==> config.mk <==
export PLATFORM = sky130hd
export DESIGN_NAME = l1_mem_arbiter
export DESIGN_NICKNAME = d
export VERILOG_FILES = /design/src/rtl/l1_mem_arbiter_pkg.sv /design/src/rtl/mem_rr_arbiter.sv /design/src/rtl/l1_mem_arbiter.sv
export SDC_FILE = /design/constraint.sdc
export NUM_CORES = 1
export LEC_CHECK = 0
export CAP_MARGIN = 40
export CORE_AREA = 2 2 120 122
export CTS_BUF_LIST = sky130_fd_sc_hd__clkbuf_2 sky130_fd_sc_hd__clkbuf_4 sky130_fd_sc_hd__clkbuf_8
export DETAILED_ROUTE_END_ITERATION = 16
export DIE_AREA = 0 0 122 124
export GPL_ROUTABILITY_DRIVEN = 0
export PLACE_DENSITY_LB_ADDON = 0.3
export SLEW_MARGIN = 20
export SYNTH_ARGS = -nofsm -noshare
export SYNTH_HDL_FRONTEND = slang
export SYNTH_SLANG_ARGS = --single-unit
==> constraint.sdc <==
create_clock -name cpu_clk -period 2.98 [get_ports cpu_clk]
set_input_delay 0.596 -clock cpu_clk [delete_from_list [all_inputs] [get_ports cpu_clk]]
set_output_delay 0.596 -clock cpu_clk [all_outputs]
set_load 0.03 [all_outputs]
==> src/rtl/l1_mem_arbiter_pkg.sv <==
// ---------------------------------------------------------------------------
// l1_mem_arbiter_pkg
// Shared types and constants for the L1 memory arbiter slice:
//   arb_state_e     - arbiter FSM states
//   owner_e         - which requester owns the burst in flight
//   RR_DC / RR_IC   - request/grant bit positions in the round-robin arbiter
//   burst_off_bits  - number of low address bits covered by one burst
// ---------------------------------------------------------------------------
package l1_mem_arbiter_pkg;

  typedef enum logic [1:0] {
    ST_IDLE,
    ST_CMD,
    ST_RD_BURST,
    ST_WR_BURST
  } arb_state_e;

  typedef enum logic [1:0] {
    OWN_NONE,
    OWN_IC_RD,
    OWN_DC_RD,
    OWN_DC_WB
  } owner_e;

  // Bit positions in the two-requester round-robin arbiter.
  // Pointer value RR_DC means "D-cache read wins a tie".
  localparam int unsigned RR_DC = 0;
  localparam int unsigned RR_IC = 1;

  // Byte-offset width of one burst: log2(len * bytes_per_beat).
  function automatic int unsigned burst_off_bits(input int unsigned len,
                                                 input int unsigned dw);
    return $clog2(len * (dw / 8));
  endfunction

endpackage

==> src/rtl/mem_rr_arbiter.sv <==
// ---------------------------------------------------------------------------
// mem_rr_arbiter
// Two-requester round-robin grant with a registered pointer.
//   i_clk, i_rst  : clock, asynchronous active-high reset (pointer -> RR_DC)
//   i_req[1:0]    : request vector (bit RR_DC / RR_IC)
//   i_advance     : grant accepted this cycle; pointer moves to the loser
//   o_gnt[1:0]    : one-hot (or zero) combinational grant
// ---------------------------------------------------------------------------
module mem_rr_arbiter
  import l1_mem_arbiter_pkg::*;
(
  input  logic       i_clk,
  input  logic       i_rst,
  input  logic [1:0] i_req,
  input  logic       i_advance,
  output logic [1:0] o_gnt
);

  logic r_ptr;

  // A lone requester always wins; the pointer only breaks ties.
  always_comb begin
    o_gnt = '0;
    if (i_req == 2'b11) begin
      o_gnt[r_ptr] = 1'b1;
    end else begin
      o_gnt = i_req;
    end
  end

  // After any accepted grant the pointer favours the other requester.
  always_ff @(posedge i_clk or posedge i_rst) begin
    if (i_rst) begin
      r_ptr <= 1'(RR_DC);
    end else if (i_advance && (|o_gnt)) begin
      r_ptr <= o_gnt[RR_DC] ? 1'(RR_IC) : 1'(RR_DC);
    end
  end

endmodule

==> src/rtl/l1_mem_arbiter.sv <==
// ---------------------------------------------------------------------------
// l1_mem_arbiter
// Arbitrates I-cache refills, D-cache refills and D-cache writebacks onto a
// single burst memory port, one burst in flight at a time.
// Ports:
//   cpu_clk, cpu_rst                      clock, async active-high reset
//   ic_rd_req/addr -> ic_rd_valid/data/done   I-cache refill
//   dc_rd_req/addr -> dc_rd_valid/data/done   D-cache refill
//   dc_wb_req/addr/wdata -> dc_wb_beat/done   D-cache writeback
//   mem_cmd_valid/we/addr <- mem_cmd_ready    burst command
//   mem_rvalid/rdata                          read beats from memory
//   mem_wready/mem_wdata                      write beats to memory
// Writeback has absolute priority; the two refill classes share a
// round-robin pointer.
// ---------------------------------------------------------------------------
module l1_mem_arbiter
  import l1_mem_arbiter_pkg::*;
#(
  parameter int unsigned ADDR_WIDTH      = 32,
  parameter int unsigned DATA_WIDTH      = 32,
  parameter int unsigned READ_BURST_LEN  = 8,
  parameter int unsigned WRITE_BURST_LEN = 8
) (
  input  logic                               cpu_clk,
  input  logic                               cpu_rst,
  input  logic                               ic_rd_req,
  input  logic [ADDR_WIDTH-1:0]              ic_rd_addr,
  output logic                               ic_rd_valid,
  output logic [DATA_WIDTH-1:0]              ic_rd_data,
  output logic                               ic_rd_done,
  input  logic                               dc_rd_req,
  input  logic [ADDR_WIDTH-1:0]              dc_rd_addr,
  output logic                               dc_rd_valid,
  output logic [DATA_WIDTH-1:0]              dc_rd_data,
  output logic                               dc_rd_done,
  input  logic                               dc_wb_req,
  input  logic [ADDR_WIDTH-1:0]              dc_wb_addr,
  input  logic [DATA_WIDTH-1:0]              dc_wb_wdata,
  output logic [$clog2(WRITE_BURST_LEN)-1:0] dc_wb_beat,
  output logic                               dc_wb_done,
  output logic                               mem_cmd_valid,
  output logic                               mem_cmd_we,
  output logic [ADDR_WIDTH-1:0]              mem_cmd_addr,
  input  logic                               mem_cmd_ready,
  input  logic                               mem_rvalid,
  input  logic [DATA_WIDTH-1:0]              mem_rdata,
  input  logic                               mem_wready,
  output logic [DATA_WIDTH-1:0]              mem_wdata
);

  localparam int unsigned RD_OFF = burst_off_bits(READ_BURST_LEN, DATA_WIDTH);
  localparam int unsigned WR_OFF = burst_off_bits(WRITE_BURST_LEN, DATA_WIDTH);
  localparam int unsigned RB_BW  = $clog2(READ_BURST_LEN);
  localparam int unsigned WB_BW  = $clog2(WRITE_BURST_LEN);
  localparam int unsigned CNT_W  = (RB_BW > WB_BW) ? RB_BW : WB_BW;

  localparam logic [ADDR_WIDTH-1:0] ONES    = '1;
  localparam logic [ADDR_WIDTH-1:0] RD_MASK = ONES << RD_OFF;
  localparam logic [ADDR_WIDTH-1:0] WR_MASK = ONES << WR_OFF;
  localparam logic [CNT_W-1:0]      RD_LAST = CNT_W'(READ_BURST_LEN - 1);
  localparam logic [CNT_W-1:0]      WR_LAST = CNT_W'(WRITE_BURST_LEN - 1);

  arb_state_e            r_state, w_next_state;
  owner_e                r_owner, w_next_owner;
  logic [ADDR_WIDTH-1:0] r_addr,  w_next_addr;
  logic [CNT_W-1:0]      r_cnt,   w_next_cnt;
  logic [1:0]            w_rr_gnt;
  logic                  w_rr_adv;

  mem_rr_arbiter u_rr (
    .i_clk     (cpu_clk),
    .i_rst     (cpu_rst),
    .i_req     ({ic_rd_req, dc_rd_req}),
    .i_advance (w_rr_adv),
    .o_gnt     (w_rr_gnt)
  );

  always_ff @(posedge cpu_clk or posedge cpu_rst) begin
    if (cpu_rst) begin
      r_state <= ST_IDLE;
      r_owner <= OWN_NONE;
      r_addr  <= '0;
      r_cnt   <= '0;
    end else begin
      r_state <= w_next_state;
      r_owner <= w_next_owner;
      r_addr  <= w_next_addr;
      r_cnt   <= w_next_cnt;
    end
  end

  // All outputs derive from r_state, so reset clears them asynchronously.
  always_comb begin
    w_next_state  = r_state;
    w_next_owner  = r_owner;
    w_next_addr   = r_addr;
    w_next_cnt    = r_cnt;
    w_rr_adv      = 1'b0;
    ic_rd_valid   = 1'b0;
    ic_rd_data    = '0;
    ic_rd_done    = 1'b0;
    dc_rd_valid   = 1'b0;
    dc_rd_data    = '0;
    dc_rd_done    = 1'b0;
    dc_wb_beat    = '0;
    dc_wb_done    = 1'b0;
    mem_cmd_valid = 1'b0;
    mem_cmd_we    = 1'b0;
    mem_cmd_addr  = '0;
    mem_wdata     = '0;

    case (r_state)
      ST_IDLE: begin
        if (dc_wb_req) begin
          w_next_owner = OWN_DC_WB;
          w_next_addr  = dc_wb_addr & WR_MASK;
          w_next_state = ST_CMD;
        end else if (w_rr_gnt[RR_DC]) begin
          w_next_owner = OWN_DC_RD;
          w_next_addr  = dc_rd_addr & RD_MASK;
          w_rr_adv     = 1'b1;
          w_next_state = ST_CMD;
        end else if (w_rr_gnt[RR_IC]) begin
          w_next_owner = OWN_IC_RD;
          w_next_addr  = ic_rd_addr & RD_MASK;
          w_rr_adv     = 1'b1;
          w_next_state = ST_CMD;
        end
      end

      ST_CMD: begin
        mem_cmd_valid = 1'b1;
        mem_cmd_we    = (r_owner == OWN_DC_WB);
        mem_cmd_addr  = r_addr;
        if (mem_cmd_ready) begin
          w_next_cnt   = '0;
          w_next_state = (r_owner == OWN_DC_WB) ? ST_WR_BURST : ST_RD_BURST;
        end
      end

      ST_RD_BURST: begin
        if (mem_rvalid) begin
          if (r_owner == OWN_IC_RD) begin
            ic_rd_valid = 1'b1;
            ic_rd_data  = mem_rdata;
            ic_rd_done  = (r_cnt == RD_LAST);
          end else begin
            dc_rd_valid = 1'b1;
            dc_rd_data  = mem_rdata;
            dc_rd_done  = (r_cnt == RD_LAST);
          end
          w_next_cnt = r_cnt + CNT_W'(1);
          if (r_cnt == RD_LAST) begin
            w_next_cnt   = '0;
            w_next_owner = OWN_NONE;
            w_next_state = ST_IDLE;
          end
        end
      end

      ST_WR_BURST: begin
        mem_wdata  = dc_wb_wdata;
        dc_wb_beat = r_cnt[WB_BW-1:0];
        if (mem_wready) begin
          dc_wb_done = (r_cnt == WR_LAST);
          w_next_cnt = r_cnt + CNT_W'(1);
          if (r_cnt == WR_LAST) begin
            w_next_cnt   = '0;
            w_next_owner = OWN_NONE;
            w_next_state = ST_IDLE;
          end
        end
      end

      default: begin
        w_next_state = ST_IDLE;
      end
    endcase
  end

endmodule

======== Yosys cells after proc, flatten, opt, wreduce, memory -nomap -nowiden ========
Cells that the tools add are included.
word-level totals
  flip-flop bits (word level) ............. 40
  bits of input ports ..................... 168
  output and inout bits ................... 138
  word-level logic and storage cells ...... 86
cells by class
  add/subtract/negate cells ............... 1
  $lt $le $gt $ge ......................... 2
  equal/unequal tests ..................... 11
  muxes and demuxes ....................... 56
  reductions and logical operators ........ 11
operators with widths
  cell                                                        count
  2-to-1 mux 32 bit                                           11
  2-to-1 mux 2 bit                                            13
  2-to-1 mux 1 bit                                            23
  2-to-1 mux 3 bit                                            5
  AND reduction 4 bit                                         3
  one-hot mux 3 bit (3 select lines)                          1
  nonzero test 3 bit                                          3
  equality test 2 bit, second input constant                  4
  one-hot mux 2 bit (4 select lines)                          1
  inequality test 2 bit, second input constant                3
  one-hot mux 2 bit (3 select lines)                          1
  equality test 2 x 1 -> 1 bit, second input constant         2
  inequality test 4 x 2 -> 1 bit, second input constant       1
  adder 3 x 1 -> 3 bit, second input constant                 1
  equality test 3 bit, second input constant                  1
  logical AND 1 bit                                           2
  zero test 2 bit                                             1
  less-than comparator 1 x 2 -> 1 bit, second input constant  1
  AND reduction 2 bit                                         1
  OR reduction 2 bit                                          1
  demux 1 bit (select 1 bit)                                  1
  >= comparator 1 bit, second input constant                  1

======== Logic depth before layout (Yosys ltp) ========
  depth after elaboration ................. 10
  gate-level depth with buffers ........... 7
  depth with buffers taken out ............ 5

======== Hierarchy ========
A second synthesis with hierarchy kept.
second synthesis, totals
  cell total of the unflattened synthesis .. 355
  area total of the unflattened synthesis .. 3072.9 um2
modules (own cells, without submodules)
  module          instances  cells an instance  area an instance (um2)
  l1_mem_arbiter  1          348                3014.1
  mem_rr_arbiter  1          7                  58.8

======== Least setup slack after synthesis ========
OpenSTA, ideal clock, no wires.
  kind .................................... input-to-output
  start point ............................. input port mem_rvalid
  end point ............................... output port ic_rd_data[22]
  arrival time ............................ 1853 ps
  required time ........................... 2384 ps
  setup slack ............................. 531 ps
  cell stages on the path ................. 4
  path through ............................ nand3b_1 nor3_1 clkbuf_1 and2_1
between the ends
  word-level cells in the longest chain between the ends .. 2
ends and longest elaborated chain
  element             RTL line               RTL
  start: declaration  l1_mem_arbiter.sv:45   input logic mem_rvalid,
  2-to-1 mux 32 bit   l1_mem_arbiter.sv:142  if (mem_rvalid) begin
  2-to-1 mux 32 bit   l1_mem_arbiter.sv:112  case (r_state)
  end: declaration    l1_mem_arbiter.sv:29   output logic [DATA_WIDTH-1:0] ic_rd_data,
No other way between the ends.

======== Worst setup path after layout ========
  start point ............................. input port mem_rvalid
  end point ............................... output port dc_rd_data[20]
between the ends
  word-level cells in the longest chain between the ends .. 2
ends and longest elaborated chain
  element            RTL line               RTL
  2-to-1 mux 32 bit  l1_mem_arbiter.sv:142
  2-to-1 mux 32 bit  l1_mem_arbiter.sv:112
  end: declaration   l1_mem_arbiter.sv:34   output logic [DATA_WIDTH-1:0] dc_rd_data,
No other way between the ends.

==> results.txt <==
Status: finished clean
Clock buffer depth: 2
Gr usage total: 16.1%
Synth Instances: 359
First-pass GRT wire length: 19200 um
Top cell type by total area after synthesis: dfrtp_1
Die Span X: 122 um
Chip Height: 124 um
FF-to-FF Start: r_state[1]
Inst Count DP: 798
Layout cells sized above 1: 23.5%
Drt pass-1 iters: 4
PnR worst setup slack: 309 ps
Final nets: 796
Synth Register Bits: 35
CP Launch Point: mem_rvalid
Slowest cell on the critical path: clkdlybuf4s50_1
CP endpoint kind: primary output
Worst EP required: 2380 ps
Tcrit/Tclk final: 89.6%
Post-place setup slack: 297 ps
Post-route ant nets: 0
Setup_tns: 0 ps
CTS hold repair buffers: 0
Detailed Route WL: 12800 um
CTS tree: yes
Max stage delay on crit path: 510 ps
Netlist Area Pre-Place: 3040 um^2
WHS: 503 ps
Max_cap viols: 0
Ranking of synthesized cells by area: dfrtp_1, and2_1, mux2i_1, o211ai_2, and3_1
Final Hold Fails: 0
Post-CTS Setup Inserts: 0
Crit path cell chain: clkdlybuf4s50_1 -> nand3b_1 -> a21oi_2 -> buf_4 -> and2_1 -> buf_4
WS Path Type: input port to primary output
Syn avg cell area: 8.47 um^2
Post-synth EDFFs: 0
Core area: 13700 um^2
First DRT Iteration DRCs: 116
Final std cell area, no fill: 5920 um^2
Vias in the first global route: 3673
Peak Freq: 374 MHz
Finished Core Util: 43.2%
Clk_skew: 12.0 ps
RSZ-0062 raised after global routing: false
Yosys Warn Count: 0
DRC Markers: 0
Total die area: 15100 um^2
Slew Limit Fails: 0
Post-Layout Cell Count: 806
Final total power: 3.92 mW
Routed vias: 3652
Critical Path Start Type: input port
Post-placement cell area: 5800 um^2
Netlist cell types: 39
Most frequent cell after synthesis: and2_1
Sequential area share after synthesis: 28.8%
# diodes: 0
Initial antenna violation count: 0
Worst Min Path Start: u_rr.r_ptr
CTS root buf: clkbuf_8
Worst VDD drop: 0.283 mV
Synth-to-Final Area Change: 94.7%
Min Tclk post-route: 2670 ps
CP arrival: 2070 ps
Final setup violating endpoints: 0
Pleak: 2.77 nW
Post-DP HPWL: 10100 um
Synth top area share: 28.8%
GRT overflow: 0
Power Density: 662 nW/um^2
Top Ports: 306
Fraction of registers with async set/reset: 100%
Crit-path max FO: 34
Buffers added on ports: 285
Mean routed wirelength per cell: 15.9 um
Post-CTS Resized: 0
Worst hold path class: flop to flop
Inserted Clock Buffers: 5
Synth Flop Type: dfrtp_1
Via/cell ratio: 4.53
# rows: 43
CTS H-tree depth: 2
Largest net degree at the start of global routing: 40
R2R Setup Slk: 870 ps
Clk_lat worst skew: 280 ps
CP most frequent cell: buf_4
Initial Utilization: 22.2%
Clk slew on worst S/H paths: 80 ps
Most common library cells after synthesis: and2_1, and3_1, dfrtp_1
Num Clock Sinks: 35
-- area by class of cell --
cell class / count / area (um^2)
inverters: 5 / 18.8
clock inverters: 2 / 35.0
fillers: 1352 / 7800
well taps: 180 / 225
clock buffers: 6 / 82.6
multi-input cells: 281 / 1970
repair buffers: 297 / 2710
flip-flops and latches: 35 / 877
-- cell usage in the layout (no fill, tap or decap), types with 6 or more instances in the layout --
cell type and instances:
clkdlybuf4s50_1 188, buf_4 108, and2_1 93, and3_1 36, dfrtp_1 34, mux2i_1 28
nand3_1 27, o21ai_0 27, o211ai_2 20, o211ai_1 6, clkbuf_8 6
-- sequential cells by signal (all words and copies together) (netlist names) --
name and cells:
r_cnt 3, r_owner 2, u_rr.r_ptr 1, r_addr 27
r_state 2
-- where the power goes --
part	switching [mW]	internal (mW)
logic	1.48	1.15
registers	0.150	0.694
clock network	0.179	0.271
-- path summary, 6_finish.rpt --
kind	to	cells past startpoint
max reg2reg	r_addr[25]	5
min reg2reg	u_rr.r_ptr	1
max in group asynchronous	r_state[1]	3
max	dc_rd_data[20]	6
min	u_rr.r_ptr	1
min in group asynchronous	r_addr[11]	3
-- routing by layer --
layer	global-route usage, %	routed length [um]
met1	19.1	5210
met2	29.5	6370
met3	4.08	1160
met4	2.66	88
met5	0	0
-- kinds of logic after synthesis --
| kind of cell | Yosys count | synth area share (%) |
|---|---|---|
| adder cells (fa/ha/maj) | 3 | 1.23 |
| flip-flops | 35 | 28.8 |
| buffers and inverters | 47 | 7.49 |
| multiplexers | 30 | 9.95 |
| AND/OR/NAND/NOR | 174 | 34.2 |
| other | 1 | 0.123 |
| AO/OA/AOI/OAI | 69 | 18.2 |
-- critical path, delay by kind of cell --
family / cells / cell delay [ps]
buffers and inverters: 3 / 960
and+or+nand+nor: 2 / 320
AOI/OAI and AO/OA: 1 / 180
Power figures use the tool's default switching activity.
